===== config.mk =====
export PLATFORM = sky130hd
export DESIGN_NAME = matrix_result_reader
export DESIGN_NICKNAME = d
export VERILOG_FILES = /design/src/rtl/matrix_result_reader.sv
export SDC_FILE = /design/constraint.sdc
export NUM_CORES = 1
export LEC_CHECK = 0
export ABC_AREA = 1
export CAP_MARGIN = 0
export CORE_UTILIZATION = 51
export CTS_BUF_LIST = sky130_fd_sc_hd__clkbuf_16
export DETAILED_ROUTE_END_ITERATION = 7
export HOLD_SLACK_MARGIN = 0.08
export PLACE_DENSITY = 0.82
export RECOVER_POWER = 50
export SYNTH_ARGS = -nofsm -noshare
export SYNTH_HDL_FRONTEND = slang
export SYNTH_SLANG_ARGS = --single-unit

===== constraint.sdc =====
create_clock -name clk -period 7.8 [get_ports clk]
set_input_delay 2.34 -clock clk [delete_from_list [all_inputs] [get_ports clk]]
set_output_delay 2.34 -clock clk [all_outputs]
set_load 0.02 [all_outputs]

===== src/rtl/matrix_result_reader.sv =====
// rtl/matrix_result_reader.sv - captures one packed result matrix, four-phase acks it, streams elements row-major.
// Optional per-element NaN flag enabled by defining RESULT_NAN_FLAG_EN.
module matrix_result_reader #(
  parameter int NUM_ROWS   = 2,
  parameter int NUM_COLS   = 2,
  parameter int DATA_WIDTH = 32,
  localparam int N_ELEM    = NUM_ROWS * NUM_COLS,
  localparam int BUS_W     = N_ELEM * DATA_WIDTH,
  localparam int ROW_W     = (NUM_ROWS > 1) ? $clog2(NUM_ROWS) : 1,
  localparam int COL_W     = (NUM_COLS > 1) ? $clog2(NUM_COLS) : 1,
  localparam int IDX_W     = (N_ELEM > 1) ? $clog2(N_ELEM) : 1
) (
  input  logic                  clk,
  input  logic                  rst,
  input  logic [BUS_W-1:0]      res_in,
  input  logic                  res_ready,
  output logic                  res_ack,
  output logic [DATA_WIDTH-1:0] elem_data,
  output logic [ROW_W-1:0]      elem_row,
  output logic [COL_W-1:0]      elem_col,
  output logic                  elem_valid,
  input  logic                  elem_ready,
  output logic                  elem_last,
  output logic                  elem_nan,
  output logic                  busy
);

  typedef enum logic [1:0] {
    IDLE     = 2'd0,
    DRAIN    = 2'd1,
    WAIT_REL = 2'd2
  } state_t;

  state_t                state_q, state_d;
  logic [BUS_W-1:0]      buf_q, buf_d;
  logic [IDX_W-1:0]      idx_q, idx_d;
  logic                  ack_q, ack_d;
  logic                  valid_q, valid_d;
  logic                  last_q, last_d;
  logic                  busy_q, busy_d;
  logic [DATA_WIDTH-1:0] data_q, data_d;
  logic [ROW_W-1:0]      row_q, row_d;
  logic [COL_W-1:0]      col_q, col_d;

  logic                  load_en;
  logic [BUS_W-1:0]      load_bus;
  logic [IDX_W-1:0]      load_idx;

  function automatic logic [DATA_WIDTH-1:0] pick_elem(input logic [BUS_W-1:0] bus,
                                                      input logic [IDX_W-1:0] i);
    pick_elem = '0;
    for (int k = 0; k < N_ELEM; k++) begin
      if (int'(i) == k) pick_elem = bus[k*DATA_WIDTH +: DATA_WIDTH];
    end
  endfunction

  function automatic logic [ROW_W-1:0] row_of(input logic [IDX_W-1:0] i);
    row_of = ROW_W'(int'(i) / NUM_COLS);
  endfunction

  function automatic logic [COL_W-1:0] col_of(input logic [IDX_W-1:0] i);
    col_of = COL_W'(int'(i) % NUM_COLS);
  endfunction

`ifdef RESULT_NAN_FLAG_EN
  logic nan_q, nan_d;

  function automatic logic is_nan(input logic [DATA_WIDTH-1:0] v);
    is_nan = (v[30:23] == 8'hFF) && (v[22:0] != 23'd0);
  endfunction
`endif

  always_comb begin
    state_d  = state_q;
    buf_d    = buf_q;
    idx_d    = idx_q;
    ack_d    = ack_q;
    valid_d  = valid_q;
    last_d   = last_q;
    data_d   = data_q;
    row_d    = row_q;
    col_d    = col_q;
    load_en  = 1'b0;
    load_bus = buf_q;
    load_idx = idx_q;
`ifdef RESULT_NAN_FLAG_EN
    nan_d    = nan_q;
`endif

    // The ack releases the producer independently of how far the drain has got.
    if (ack_q && !res_ready) ack_d = 1'b0;

    case (state_q)
      IDLE: begin
        if (res_ready) begin
          buf_d    = res_in;
          idx_d    = '0;
          ack_d    = 1'b1;
          valid_d  = 1'b1;
          state_d  = DRAIN;
          load_en  = 1'b1;
          load_bus = res_in;
          load_idx = '0;
        end
      end
      DRAIN: begin
        if (valid_q && elem_ready) begin
          if (last_q) begin
            valid_d = 1'b0;
            last_d  = 1'b0;
            state_d = ack_d ? WAIT_REL : IDLE;
          end else begin
            idx_d    = idx_q + IDX_W'(1);
            load_en  = 1'b1;
            load_idx = idx_q + IDX_W'(1);
          end
        end
      end
      WAIT_REL: begin
        if (!ack_d) state_d = IDLE;
      end
      default: state_d = IDLE;
    endcase

    if (load_en) begin
      data_d = pick_elem(load_bus, load_idx);
      row_d  = row_of(load_idx);
      col_d  = col_of(load_idx);
      last_d = (load_idx == IDX_W'(N_ELEM - 1));
`ifdef RESULT_NAN_FLAG_EN
      nan_d  = is_nan(pick_elem(load_bus, load_idx));
`endif
    end

    busy_d = (state_d != IDLE);
  end

  always_ff @(posedge clk or posedge rst) begin
    if (rst) begin
      state_q <= IDLE;
      buf_q   <= '0;
      idx_q   <= '0;
      ack_q   <= 1'b0;
      valid_q <= 1'b0;
      last_q  <= 1'b0;
      busy_q  <= 1'b0;
      data_q  <= '0;
      row_q   <= '0;
      col_q   <= '0;
    end else begin
      state_q <= state_d;
      buf_q   <= buf_d;
      idx_q   <= idx_d;
      ack_q   <= ack_d;
      valid_q <= valid_d;
      last_q  <= last_d;
      busy_q  <= busy_d;
      data_q  <= data_d;
      row_q   <= row_d;
      col_q   <= col_d;
    end
  end

`ifdef RESULT_NAN_FLAG_EN
  always_ff @(posedge clk or posedge rst) begin
    if (rst) nan_q <= 1'b0;
    else     nan_q <= nan_d;
  end
  assign elem_nan = nan_q;
`else
  assign elem_nan = 1'b0;
`endif

  assign res_ack    = ack_q;
  assign elem_valid = valid_q;
  assign elem_last  = last_q;
  assign elem_data  = data_q;
  assign elem_row   = row_q;
  assign elem_col   = col_q;
  assign busy       = busy_q;

endmodule


# After elaboration in Yosys (flattened, before gate mapping)
# Cells that the tools add are included.
[word_totals] word_cells=61 regBits=170 output_inout_bits=39 in_bits=132
[op_classes] eq_ne=9 n_mux=30 addsub=1 reduce_logical=11
[op_table] op="$mux 128" n=2
[op_table] op="$mux 32" n=4
[op_table] op="$mux 2" n=8
[op_table] op="$mux 1" n=12
[op_table] op="$eq 2x2->1 const B" n=4
[op_table] op="$reduce_bool 2->1" n=4
[op_table] op="$ne 2x2->1 const B" n=3
[op_table] op="$pmux 2 s3" n=1
[op_table] op="$eq 2x1->1 const B" n=2
[op_table] op="$logic_not 2->1" n=2
[op_table] op="$pmux 1 s2" n=2
[op_table] op="$pmux 2 s2" n=1
[op_table] op="$reduce_and 4->1" n=1
[op_table] op="$add 2x1->2 const B" n=1
[op_table] op="$logic_and 1x1->1" n=2
[op_table] op="$reduce_and 2->1" n=1
[op_table] op="$logic_not 1->1" n=1

# Logic depth before layout (Yosys ltp)
# Gate-level depths: netlist of run 1.
[logic_depth] depth_word=9 depth_mapped=13 ltp_nobuf=12

# Least setup slack after synthesis of run 1
# No wires, ideal clock.
[synth_path] path_kind="input port to flip-flop" from="input elem_ready" to="register data_q[2] (netlist: elem_data[2])" setup_slack_ps=4255 setup_time_ps=124 arrival_time_ps=3421 cell_stages=8 n_path_buf=1 path_cell_list="nand2_1 -> nor2_1 -> nand2_2 -> a21oi_4 -> buf_4 -> nand3_1 -> nand3_1 -> o21bai_2"
[synth_between] elab_chain_cells=8 word_cells_on_any_way=13 cone_classes="3 x eq/ne; 8 x mux; 2 x reduce/logical"
[synth_rtl] element="start, declared" line_no="22" text="input logic elem_ready,"
[synth_rtl] element="$logic_and 1x1->1 (*)" line_no="107" text="if (valid_q && elem_ready) begin"
[synth_rtl] element="$mux 2 (*)"
[synth_rtl] element="$pmux 2 s2 (*)"
[synth_rtl] element="via idx_d[0]" line_no="36" text="logic [IDX_W-1:0] idx_q, idx_d;"
[synth_rtl] element="$logic_not 2->1" line_no="53" text="if (int'(i) == k) pick_elem = bus[k*DATA_WIDTH +: DATA_WIDTH];"
[synth_rtl] element="$mux 32 (3 in a row)" line_no="53"
[synth_rtl] element="$mux 32 (*)" line_no="53"
[synth_rtl] element="end signal, assigned" line_no="158" text="data_q <= data_d;"
[synth_rtl] element="end, declared" line_no="41" text="logic [DATA_WIDTH-1:0] data_q, data_d;"
# The timed path passes the listed nets; every way through them passes the cells marked *.
# A chain may end at the register's enable or synchronous reset.

# Worst setup path after layout of run 1
[layout_path] from="input res_ready" to="register data_q[30] (netlist: elem_data[30])"
[layout_between] elab_chain_cells=7 word_cells_on_any_way=14 cone_classes="3 x eq/ne; 10 x mux; 1 x reduce/logical"
[layout_rtl] element="start, declared" line_no="16" text="input logic res_ready,"
[layout_rtl] element="$mux 2"
[layout_rtl] element="$pmux 2 s2"
[layout_rtl] element="$logic_not 2->1" line_no="53"
[layout_rtl] element="$mux 32 (4 in a row)" line_no="53"
# Several ways; a longest one is shown, not always the timed one.

==> results.py, run 1 <==
metrics = {
    "critical_path": {
        "data_required_time_at_the_worst_endpoint_ns": 8.11,
        "cp_cell_sequence": "dlygate4sd3_1, nand2_4, clkinv_2, buf_4, or2_2, o21ai_0, nand2_1, nand3_1, o21ai_1",
        "setup.reg_to_reg.worst_slack_ns": 4.26,
        "critPathLaunchType": "input port",
        "worstPathArrival_ns": 5.94,
        "setup.worst_path.end_class": "register",
        "critPathBufInv": 3,
        "critical-path-max-stage-delay_ns": 0.89,
        "worst_r2r_endpoint": "elem_data[30]",
        "criticalPathCategory": "in -> reg",
        "worstReg2RegStart": "state_q[0]",
        "timing.reg2reg.worst_path_depth": 9,
        "critical_path.max_fanout": 96,
        "crit_slowest_cell": "clkinv_2",
        "critical-path-top-delay-family": "buffers and inverters",
    },
    "global_route": {
        "grt_start_max_net_pins": 105,
        "grt_first_pass_wirelength_mm": 32.3,
        "grt_antenna_before_repair": 0,
        "number_of_global_route_vias_before_repair": 6530,
        "grt.total_usage_pct": 26.5,
        "overflow": 0,
    },
    "power_and_ir_drop": {
        "power_per_cell_area_nw_per_um2": 177,
        "internal-power_mw": 1.40,
        "leakagePower_nw": 5.40,
        "fin_total_pwr_mw": 1.76,
        "vdd.ir_drop.worst_mv": 0.153,
        "clockPowerShare_pct": 44.8,
        "power_frac_comb_pct": 5.0,
        "power.net_switching_uw": 359,
        "seq_power_share_pct": 50.2,
        "sw_frac_of_total_pct": 20.4,
    },
    "finish": {
        "fraction_of_final_layout_cells_sized_beyond_drive_strength_1_pct": 7.73,
        "instances_no_fill": 1283,
        "layout.cell_area.non_filler_sq_um": 9930,
        "final_core_utilization_pct": 67.8,
        "area.growth.synth_to_final_pct": 28.7,
        "n_fill_cell": 1154,
        "final_nets": 1218,
        "diodes": 0,
    },
    "synth": {
        "ys_dominant_reg_cell": "dfrtp_1",
        "post_synth_inst_count": 941,
        "yosys.cell_types.count": 31,
        "avgSynthCellArea_sq_um": 8.20,
        "sequential_area_share_after_synthesis_pct": 55.2,
        "yosys_warnings": 0,
        "synthesis.area_sq_um": 7710,
        "syn-num-nets": 1073,
        "synth_enable_flop_cells": 0,
        "seq_cells_post_synth": 170,
        "synth_async_sr_flop_share_pct": 100,
    },
    "run": {
        "cap_violations": 0,
    },
    "run_status": {
        "status": "complete, but fails checks",
        "failed_checks": "DRC",
    },
    "hold_path": {
        "cells_on_worst_hold_path": 2,
        "hp-class": "reg -> reg",
        "whs_endpoint": "buf_q[107]",
        "hold_path_startpoint": "buf_q[107]",
    },
    "floorplanning": {
        "num_rows": 44,
        "dieArea_sq_um": 15600,
        "floorplan.io_pins": 171,
        "core_area_sq_um": 14600,
        "floorplan.die.width_microns": 125,
        "floorplan.die.height_microns": 125,
        "floorplan.initialDensity_pct": 52.7,
    },
    "placed_design": {
        "gp_routability_congestion": 0.804,
        "dp_cells": 1251,
        "placement.setup.worst_slack_ns": 1.83,
        "place.port_buffers": 169,
        "placement_stage_cell_area_sq_um": 9380,
        "detailed_place_hpwl_mm": 12.9,
    },
    "routing": {
        "postRouteAntennaNets": 0,
        "num_vias": 6632,
        "drcViolationCount": 22,
        "routedWlPerCell_microns": 15.4,
        "drt-initial-drc-count": 570,
        "vias_per_cell": 5.17,
        "drt_pre_antenna_iters": 7,
        "drt_wl_total_mm": 19.8,
    },
    "sta": {
        "fmax_ghz": 0.178,
        "maxSlewHeadroom_pct": 26.2,
        "final_period_minus_worst_setup_slack_ns": 5.63,
        "post-route-period-util_pct": 72.2,
        "whs_ns": 0.475,
        "fin_max_slew_vios": 0,
        "timing_hold_violations_final": 0,
        "grt_setup_unrepaired": "no",
        "totalNegativeSetupSlack_ns": 0,
        "tightestPinTransition_ns": 1.10,
        "finalSetupViolations": 0,
        "post-route-worst-setup-slack_ns": 2.17,
        "clock_skew_ns": 0.00880,
    },
    "cts": {
        "clkLatencyLatePin_ns": 0.42,
        "post-cts-setup-buffers": 0,
        "tritoncts": "built",
        "maximum_count_of_clock_buffers_along_a_single_path": 2,
        "clock_tree.htree_level_count": 4,
        "postCtsResizedCells": 0,
        "tritoncts.num_buffers": 17,
        "clock_tree.root_cell": "clkbuf_16",
        "cts.hold.buffers_added": 0,
        "cts.clk_slew.worst_paths_ns": 0.06,
        "clock-sinks": 170,
    },
}
## cells in the mapped netlist, types with 2 or more instances
| master | number | share of area, % |
|---|---|---|
| nand3_1 | 67 | 4.3 |
| buf_2 | 20 | 1.3 |
| nor2_8 | 2 | 0.52 |
| inv_2 | 4 | 0.19 |
| nand2_4 | 4 | 0.58 |
| o21ai_0 | 54 | 3.5 |
| inv_1 | 60 | 2.9 |
| o21bai_1 | 7 | 0.68 |
| nor2_1 | 59 | 2.9 |
| nand2_2 | 6 | 0.49 |
| o21bai_2 | 4 | 0.58 |
| clkbuf_1 | 12 | 0.58 |
| nand4_1 | 6 | 0.49 |
| o21ai_1 | 12 | 0.78 |
| buf_4 | 6 | 0.58 |
| or2_2 | 28 | 2.3 |
| dfrtp_1 | 170 | 55 |
| buf_6 | 9 | 1.3 |
| nand2_1 | 398 | 19 |
| nor2_4 | 2 | 0.29 |
## layout by cell type (no fill, tap or decap), types with 17 or more instances in the layout
master,n
inv_1,61
dlygate4sd3_1,41
nand2_1,398
dfrtp_1,170
o21ai_0,54
nor2_1,59
or2_2,28
nand3_1,67
clkdlybuf4s50_1,128
clkbuf_16,17
## area by class of cell
| class | instances | area [sq um] | share of cell area [%] |
|---|---|---|---|
| clock inverter | 15 | 116 | 1.17 |
| timing repair buffer | 174 | 1730 | 17.4 |
| multi-input combinational | 658 | 2920 | 29.4 |
| clock buffer | 17 | 425 | 4.29 |
| sequential | 170 | 4250 | 42.9 |
| tap | 184 | 230 | 2.32 |
| inverter | 65 | 250 | 2.52 |
## kinds of logic after synthesis
group / count (synthesis) / share of synthesized area, %
compound gates: 79 / 5.86
buf+inv: 113 / 6.99
flops: 170 / 55.2
other cells: 1 / 0.0486
simple gates: 578 / 32.0
## worst max-delay path by stage
stage	end	slack (ns)	cells past startpoint	startpoint
final	elem_data[30]	2.17	9	res_ready
after global routing	elem_data[30]	1.88	9	res_ready
after CTS	elem_data[30]	2.26	9	res_ready
after detailed placement	elem_data[30]	1.83	9	res_ready
after global placement	elem_data[13]	1.94	9	res_ready
after floorplan	buf_q[0]	0.86	1	rst
## registers in the layout (all words and copies together) (netlist names)
signal,cells
buf_q,128
busy,1
elem_col,1
elem_data,32
elem_last,1
elem_row,1
elem_valid,1
idx_q,2
res_ack,1
state_q,2
## metal layers
metal  track usage, %  routed length (microns)  vias up  part of all wire [%]
li1                 -                        -     3206                     -
met1             35.0                     8470     3105                    43
met2             43.0                     9400      275                    48
met3             4.71                     1250       46                   6.3
met4             11.9                      642        0                   3.3
met5                0                        0        -                     0
## power groups by stage
stage          Sequential [mW]  Combinational, mW  Clock (mW)
3_3_place_gp             0.898             0.0898           0
2_1_floorplan            0.898             0.0143           0
4_1_cts                  0.882             0.0897       0.795
6_report                 0.882             0.0883       0.787
3_5_place_dp             0.898             0.0889           0
5_1_grt                  0.881             0.0949       0.836
## worst register-to-register path, delay by kind of cell (launching register included)
family	cells	cell delay [ns]
buffers and inverters	2	1.50
DFF	1	0.45
and+or+nand+nor	5	1.29
AOI/OAI and AO/OA	2	0.17
Note: power is estimated with default switching activity, not from simulation.
==> run 2, diff against run 1 <==
Settings changed: CORE_UTILIZATION 51 to 46, PLACE_DENSITY 0.82 to 0.78.
Clock period 7.8 ns to 4.76 ns, I/O delays scaled along.
==> run 2 against run 1 <==
  * The flow finishes with violations (capacitance limit, slew limit)
  * Power up 72%
  * Worst hold slack better by 0.00064 ns
  * Utilization decreased by 5.3 points
  * Highest routed layer unchanged
  * Largest power group unchanged
  * Non-clock buffer count up 4
  * Worst setup slack worse by 1.2 ns
  * First-iteration DRC count shrank 15%
  * Combinational power grew 64%
  * Global-route usage fell by 2.3 points
  * Via count down 2.3%
  * Count of clock-buffer cells in the layout unchanged
==> results.py, run 2 (same netlist as run 1, synthesis figures left out) <==
metrics = {
    "run": {
        "cap_violations": 1,
    },
    "sta": {
        "tightestPinTransition_ns": 2.28,
        "fmax_ghz": 0.263,
        "finalSetupViolations": 0,
        "whs_ns": 0.476,
        "post-route-worst-setup-slack_ns": 0.954,
        "post-route-period-util_pct": 80.0,
        "fin_max_slew_vios": 171,
        "totalNegativeSetupSlack_ns": 0,
        "final_period_minus_worst_setup_slack_ns": 3.81,
        "timing_hold_violations_final": 0,
        "maxSlewHeadroom_pct": -51.8,
        "clock_skew_ns": 0.00674,
        "grt_setup_unrepaired": "no",
    },
    "cts": {
        "cts.hold.buffers_added": 0,
        "maximum_count_of_clock_buffers_along_a_single_path": 2,
        "tritoncts": "built",
        "tritoncts.num_buffers": 17,
        "clock-sinks": 170,
        "clkLatencyLatePin_ns": 0.43,
        "cts.clk_slew.worst_paths_ns": 0.06,
        "clock_tree.root_cell": "clkbuf_16",
        "post-cts-setup-buffers": 0,
        "postCtsResizedCells": 0,
        "clock_tree.htree_level_count": 4,
    },
    "global_route": {
        "grtUsageMet2_pct": 38.5,
        "overflow": 0,
        "globalRouteMet3Util_pct": 5.02,
        "grt_start_max_net_pins": 171,
        "number_of_global_route_vias_before_repair": 6574,
        "grt_first_pass_wirelength_mm": 32.8,
        "grt.total_usage_pct": 24.1,
        "grtUsageMet1_pct": 32.4,
        "globalRoute.busiestLayer": "met2",
        "grt_antenna_before_repair": 0,
    },
    "routing": {
        "drt_wl_total_mm": 19.7,
        "drcViolationCount": 0,
        "num_vias": 6478,
        "routedWlPerCell_microns": 14.9,
        "drt_pre_antenna_iters": 7,
        "vias_per_cell": 4.91,
        "drt-initial-drc-count": 485,
        "postRouteAntennaNets": 0,
    },
    "critical_path": {
        "worstReg2RegStart": "state_q[0]",
        "data_required_time_at_the_worst_endpoint_ns": 5.12,
        "cp_cell_sequence": "dlygate4sd3_1, nand2_4, clkbuf_4, o21ai_0, nand3_1, nand3_1, o21bai_2",
        "setup.worst_path.end_class": "register",
        "critical-path-max-stage-delay_ns": 1.11,
        "cp_common_cell": "nand3_1",
        "criticalPathCategory": "in -> reg",
        "critical_path.max_fanout": 136,
        "worst_r2r_endpoint": "elem_data[10]",
        "setup.reg_to_reg.worst_slack_ns": 2.16,
        "crit_slowest_cell": "clkbuf_4",
        "worstPathArrival_ns": 4.16,
        "timing.reg2reg.worst_path_depth": 7,
        "critPathLaunchType": "input port",
    },
    "finish": {
        "n_fill_cell": 1385,
        "registers.top_by_ff_count": "buf_q",
        "area.growth.synth_to_final_pct": 30.6,
        "mostFrequentLayoutCells": "nand2_1 (399), dfrtp_1 (170), clkdlybuf4s50_1 (159)",
        "final_nets": 1222,
        "layout.cells.most_common": "nand2_1",
        "flip_flop_count_of_the_largest_register_after_layout": 128,
        "diodes": 0,
        "fraction_of_final_layout_cells_sized_beyond_drive_strength_1_pct": 8.25,
    },
    "floorplanning": {
        "dieArea_sq_um": 17300,
        "num_rows": 46,
        "floorplan.die.width_microns": 131,
        "floorplan.initialDensity_pct": 47.9,
        "floorplan.die.height_microns": 131,
        "floorplan.io_pins": 171,
        "core_area_sq_um": 16100,
    },
    "hold_path": {
        "whs_endpoint": "buf_q[22]",
        "hold_path_startpoint": "buf_q[22]",
        "hp-class": "reg -> reg",
        "cells_on_worst_hold_path": 2,
    },
    "placed_design": {
        "gp_routability_congestion": 0.847,
        "placement.setup.worst_slack_ns": 0.857,
        "place.port_buffers": 169,
        "detailed_place_hpwl_mm": 12.7,
    },
    "run_status": {
        "failed_checks": "capacitance limit, slew limit",
        "status": "complete, but fails checks",
    },
    "power_and_ir_drop": {
        "vdd.ir_drop.worst_mv": 0.248,
        "leakagePower_nw": 5.36,
        "power_per_cell_area_nw_per_um2": 299,
    },
}
[run 2: cell count changes in the layout (fill, tap and decap cells not counted), sizes merged]
cell           delta
dlygate4sd3      -31
clkbuf            +2
inv               -2
bufinv            +2
clkdlybuf4s50    +31
buf               +2
clkinv            -3
clkinvlp          +3
[run 2: final cells by class]
class                           count  area, sq um  share of cell area (%)
Tap cell                          216          270                    2.68
Inverter                           65          249                    2.47
Clock inverter                     15          183                    1.81
Timing Repair Buffer              178         1770                    17.6
Multi-Input combinational cell    658         2920                    29.0
Clock buffer                       17          425                    4.22
Sequential cell                   170         4250                    42.2
[run 2: metrics by stage]
stage | area [sq um] | cells | power [mW] | util [%]
floorplan | 7720 | 941 | 1.50 | -
global placement | 9490 | 1287 | 1.62 | 58.9
detailed placement | 9490 | 1287 | 1.62 | 58.9
CTS | 10100 | 1319 | 3.04 | 62.7
global route | 10100 | 1319 | 3.11 | 62.5
finish | 10100 | 1319 | 3.01 | 62.5
[run 2: critical path: cells and delay by family]
family                 cells  cell delay [ns]
buffers and inverters      2             1.79
AO/OA/AOI/OAI              2             0.44
AND/OR/NAND/NOR            3             0.46
[run 2: where the power goes]
group,leakage [nW],switching [mW],internal (mW)
registers,2.29,0,1.45
logic,2.78,0.0509,0.0939
clock network,0.296,0.557,0.868
total,5.36,0.607,2.41
[run 2: worst max-delay path by stage]
stage	startpoint	endpoint	slack [ns]	cells past startpoint
floorplan	rst	buf_q[0]	1.16	1
global placement	res_ready	elem_data[30]	0.89	9
detailed placement	res_ready	elem_data[30]	0.86	9
CTS	res_ready	elem_data[30]	1.28	9
global route	rst	buf_q[96]	0.68	3
finish	res_ready	elem_data[10]	0.95	7
[run 2: per-layer routing]
layer / vias up / part of all wire (%)
met4: 0 / 1.9
met2: 200 / 48
met1: 3035 / 45
met3: 28 / 5.4
li1: 3215 / -
met5: - / 0
==> run 3, diff against run 2 <==
Settings changed: CORE_UTILIZATION 46 to 51, PLACE_DENSITY 0.78 to 0.82.
Clock period 4.76 ns to 3.7 ns, I/O delays scaled along.
==> run 3 against run 2 <==
  * The run ends with DRC, capacitance limit, slew limit left
  * Critical endpoint is now elem_data[18]
  * Final cell count down 2.0%
  * Largest power group unchanged
  * Wire length down 1.9%
  * Design area about the same
  * Worst hold slack better by 0.00054 ns
  * Via count up 1.3%
  * Count of clock-buffer cells in the layout unchanged
  * Clock skew about the same
  * Sequential power up 28%
  * Highest routed layer unchanged
==> results.py, run 3 (same netlist as run 1, synthesis figures left out) <==
metrics = {
    "floorplanning": {
        "floorplan.initialDensity_pct": 52.7,
        "floorplan.io_pins": 171,
        "floorplan.die.width_microns": 125,
        "core_area_sq_um": 14600,
        "dieArea_sq_um": 15600,
        "floorplan.die.height_microns": 125,
        "num_rows": 44,
    },
    "critical_path": {
        "data_required_time_at_the_worst_endpoint_ns": 4.02,
        "critPathBufInv": 3,
        "worst_r2r_endpoint": "elem_data[18]",
        "setup.reg_to_reg.worst_slack_ns": 1.35,
        "setup.worst_path.end_class": "register",
        "worstSetupStartpoint": "res_ready",
        "criticalPathCategory": "in -> reg",
        "worstPathArrival_ns": 3.51,
        "cp_cell_sequence": "dlygate4sd3_1, nand2_4, clkinvlp_2, buf_12, or2_2, o21ai_0, nand2_1, o21ai_1, o21bai_1",
        "worstSetupPathDepth": 9,
        "worstReg2RegStart": "state_q[0]",
        "critical_path.endpoint": "elem_data[18]",
        "critical_path.max_fanout": 58,
        "timing.reg2reg.worst_path_depth": 9,
        "critPathLaunchType": "input port",
        "critical-path-max-stage-delay_ns": 0.66,
        "crit_slowest_cell": "dlygate4sd3_1",
        "critical-path-top-delay-family": "buffers and inverters",
    },
    "finish": {
        "flip_flop_count_of_the_largest_register_after_layout": 128,
        "fraction_of_final_layout_cells_sized_beyond_drive_strength_1_pct": 9.03,
        "area.growth.synth_to_final_pct": 30.5,
        "n_fill_cell": 1166,
        "final_core_utilization_pct": 68.8,
        "layout.cells.most_common": "nand2_1",
        "registers.top_by_ff_count": "buf_q",
        "final_nets": 1226,
        "mostFrequentLayoutCells": "nand2_1 (398), dfrtp_1 (170), clkdlybuf4s50_1 (166)",
    },
    "cts": {
        "clock-sinks": 170,
        "maximum_count_of_clock_buffers_along_a_single_path": 2,
        "tritoncts.num_buffers": 17,
        "clock_tree.root_cell": "clkbuf_16",
        "clkLatencyLatePin_ns": 0.43,
        "cts.clk_slew.worst_paths_ns": 0.06,
        "clock_tree.htree_level_count": 4,
        "tritoncts": "built",
        "cts.hold.buffers_added": 0,
        "postCtsResizedCells": 0,
        "post-cts-setup-buffers": 0,
    },
    "power_and_ir_drop": {
        "vdd.ir_drop.worst_mv": 0.264,
        "leakagePower_nw": 5.33,
        "power_per_cell_area_nw_per_um2": 379,
    },
    "routing": {
        "drcViolationCount": 16,
        "postRouteAntennaNets": 0,
        "vias_per_cell": 5.08,
        "drt_wl_total_mm": 19.3,
        "num_vias": 6559,
        "drt_pre_antenna_iters": 7,
        "drt-initial-drc-count": 486,
        "routedWlPerCell_microns": 15.0,
    },
    "global_route": {
        "grt.total_usage_pct": 25.9,
        "grt_start_max_net_pins": 97,
        "grt_antenna_before_repair": 1,
        "overflow": 0,
        "number_of_global_route_vias_before_repair": 6525,
        "grt_first_pass_wirelength_mm": 31.7,
    },
    "sta": {
        "timing_hold_violations_final": 0,
        "final_period_minus_worst_setup_slack_ns": 3.19,
        "totalNegativeSetupSlack_ns": 0,
        "maxSlewHeadroom_pct": -17.6,
        "grt_setup_unrepaired": "no",
        "post-route-period-util_pct": 86.3,
        "fin_max_slew_vios": 73,
        "tightestPinTransition_ns": 1.76,
        "clock_skew_ns": 0.00632,
        "fmax_ghz": 0.313,
        "finalSetupViolations": 0,
    },
    "run_status": {
        "failed_checks": "DRC, capacitance limit, slew limit",
        "status": "complete, but fails checks",
    },
    "placed_design": {
        "detailed_place_hpwl_mm": 12.9,
        "place.port_buffers": 169,
        "gp_routability_congestion": 0.803,
    },
    "hold_path": {
        "hp-class": "reg -> reg",
    },
    "run": {
        "cap_violations": 1,
    },
}
[run 3: changes by cell type in the layout (fill, tap and decap cells not counted), moves of 2 or more]
| cell | previous run | this run |
|---|---|---|
| clkinv_2 | 4 | 0 |
| inv_6 | 0 | 4 |
| buf_4 | 6 | 8 |
| bufinv_16 | 4 | 2 |
| buf_12 | 1 | 3 |
| clkinv_1 | 4 | 1 |
| clkinvlp_4 | 3 | 6 |
| clkdlybuf4s50_1 | 159 | 166 |
| dlygate4sd3_1 | 10 | 3 |
| clkinvlp_2 | 0 | 2 |
[run 3: worst min path at each step]
stage,end,cells past startpoint,start
floorplan,buf_q[73],2,buf_q[73]
global placement,buf_q[78],2,buf_q[78]
detailed placement,buf_q[25],2,buf_q[25]
CTS,buf_q[9],2,buf_q[9]
global route,buf_q[12],2,buf_q[12]
finish,buf_q[76],2,buf_q[76]
[run 3: metrics by stage]
step	hold slack, ns	cells	worst slack, ns	power, mW	instance area, sq um
after floorplan	0.438	941	0.421	1.92	7720
after global placement	0.455	1259	0.390	2.08	9510
after detailed placement	0.464	1259	0.267	2.08	9510
after CTS	0.478	1291	0.727	3.84	10100
after global routing	0.489	1292	0.378	3.93	10100
final	0.476	1292	0.506	3.82	10100
[run 3: routing by layer]
layer	wire, microns	GRT usage [%]
met3	1110	4.84
met5	0	0
met2	9160	42.7
met4	592	12.7
met1	8460	33.2
[run 3: layout make-up]
| class | count | area (sq um) | area share, % |
|---|---|---|---|
| diodes | 1 | 2.50 | 0.0249 |
| clock buffers | 17 | 425 | 4.22 |
| inverters | 65 | 246 | 2.45 |
| repair buffers | 182 | 1820 | 18.1 |
| clock inverters | 15 | 166 | 1.65 |
| flip-flops and latches | 170 | 4250 | 42.2 |
| well taps | 184 | 230 | 2.29 |
| multi-input cells | 658 | 2920 | 29.0 |
[run 3: report_power, final]
group | switching, mW | leakage (nW) | internal (mW)
Clock | 0.772 | 0.269 | 1.00
Combinational | 0.0619 | 2.78 | 0.120
Sequential | 0 | 2.29 | 1.86
[run 3: tightest hold or removal path, stage by stage, from the launching register on]
cell	delay, ns
dfrtp_1	0.32
nand2_1	0.05
nand2_1	0.07
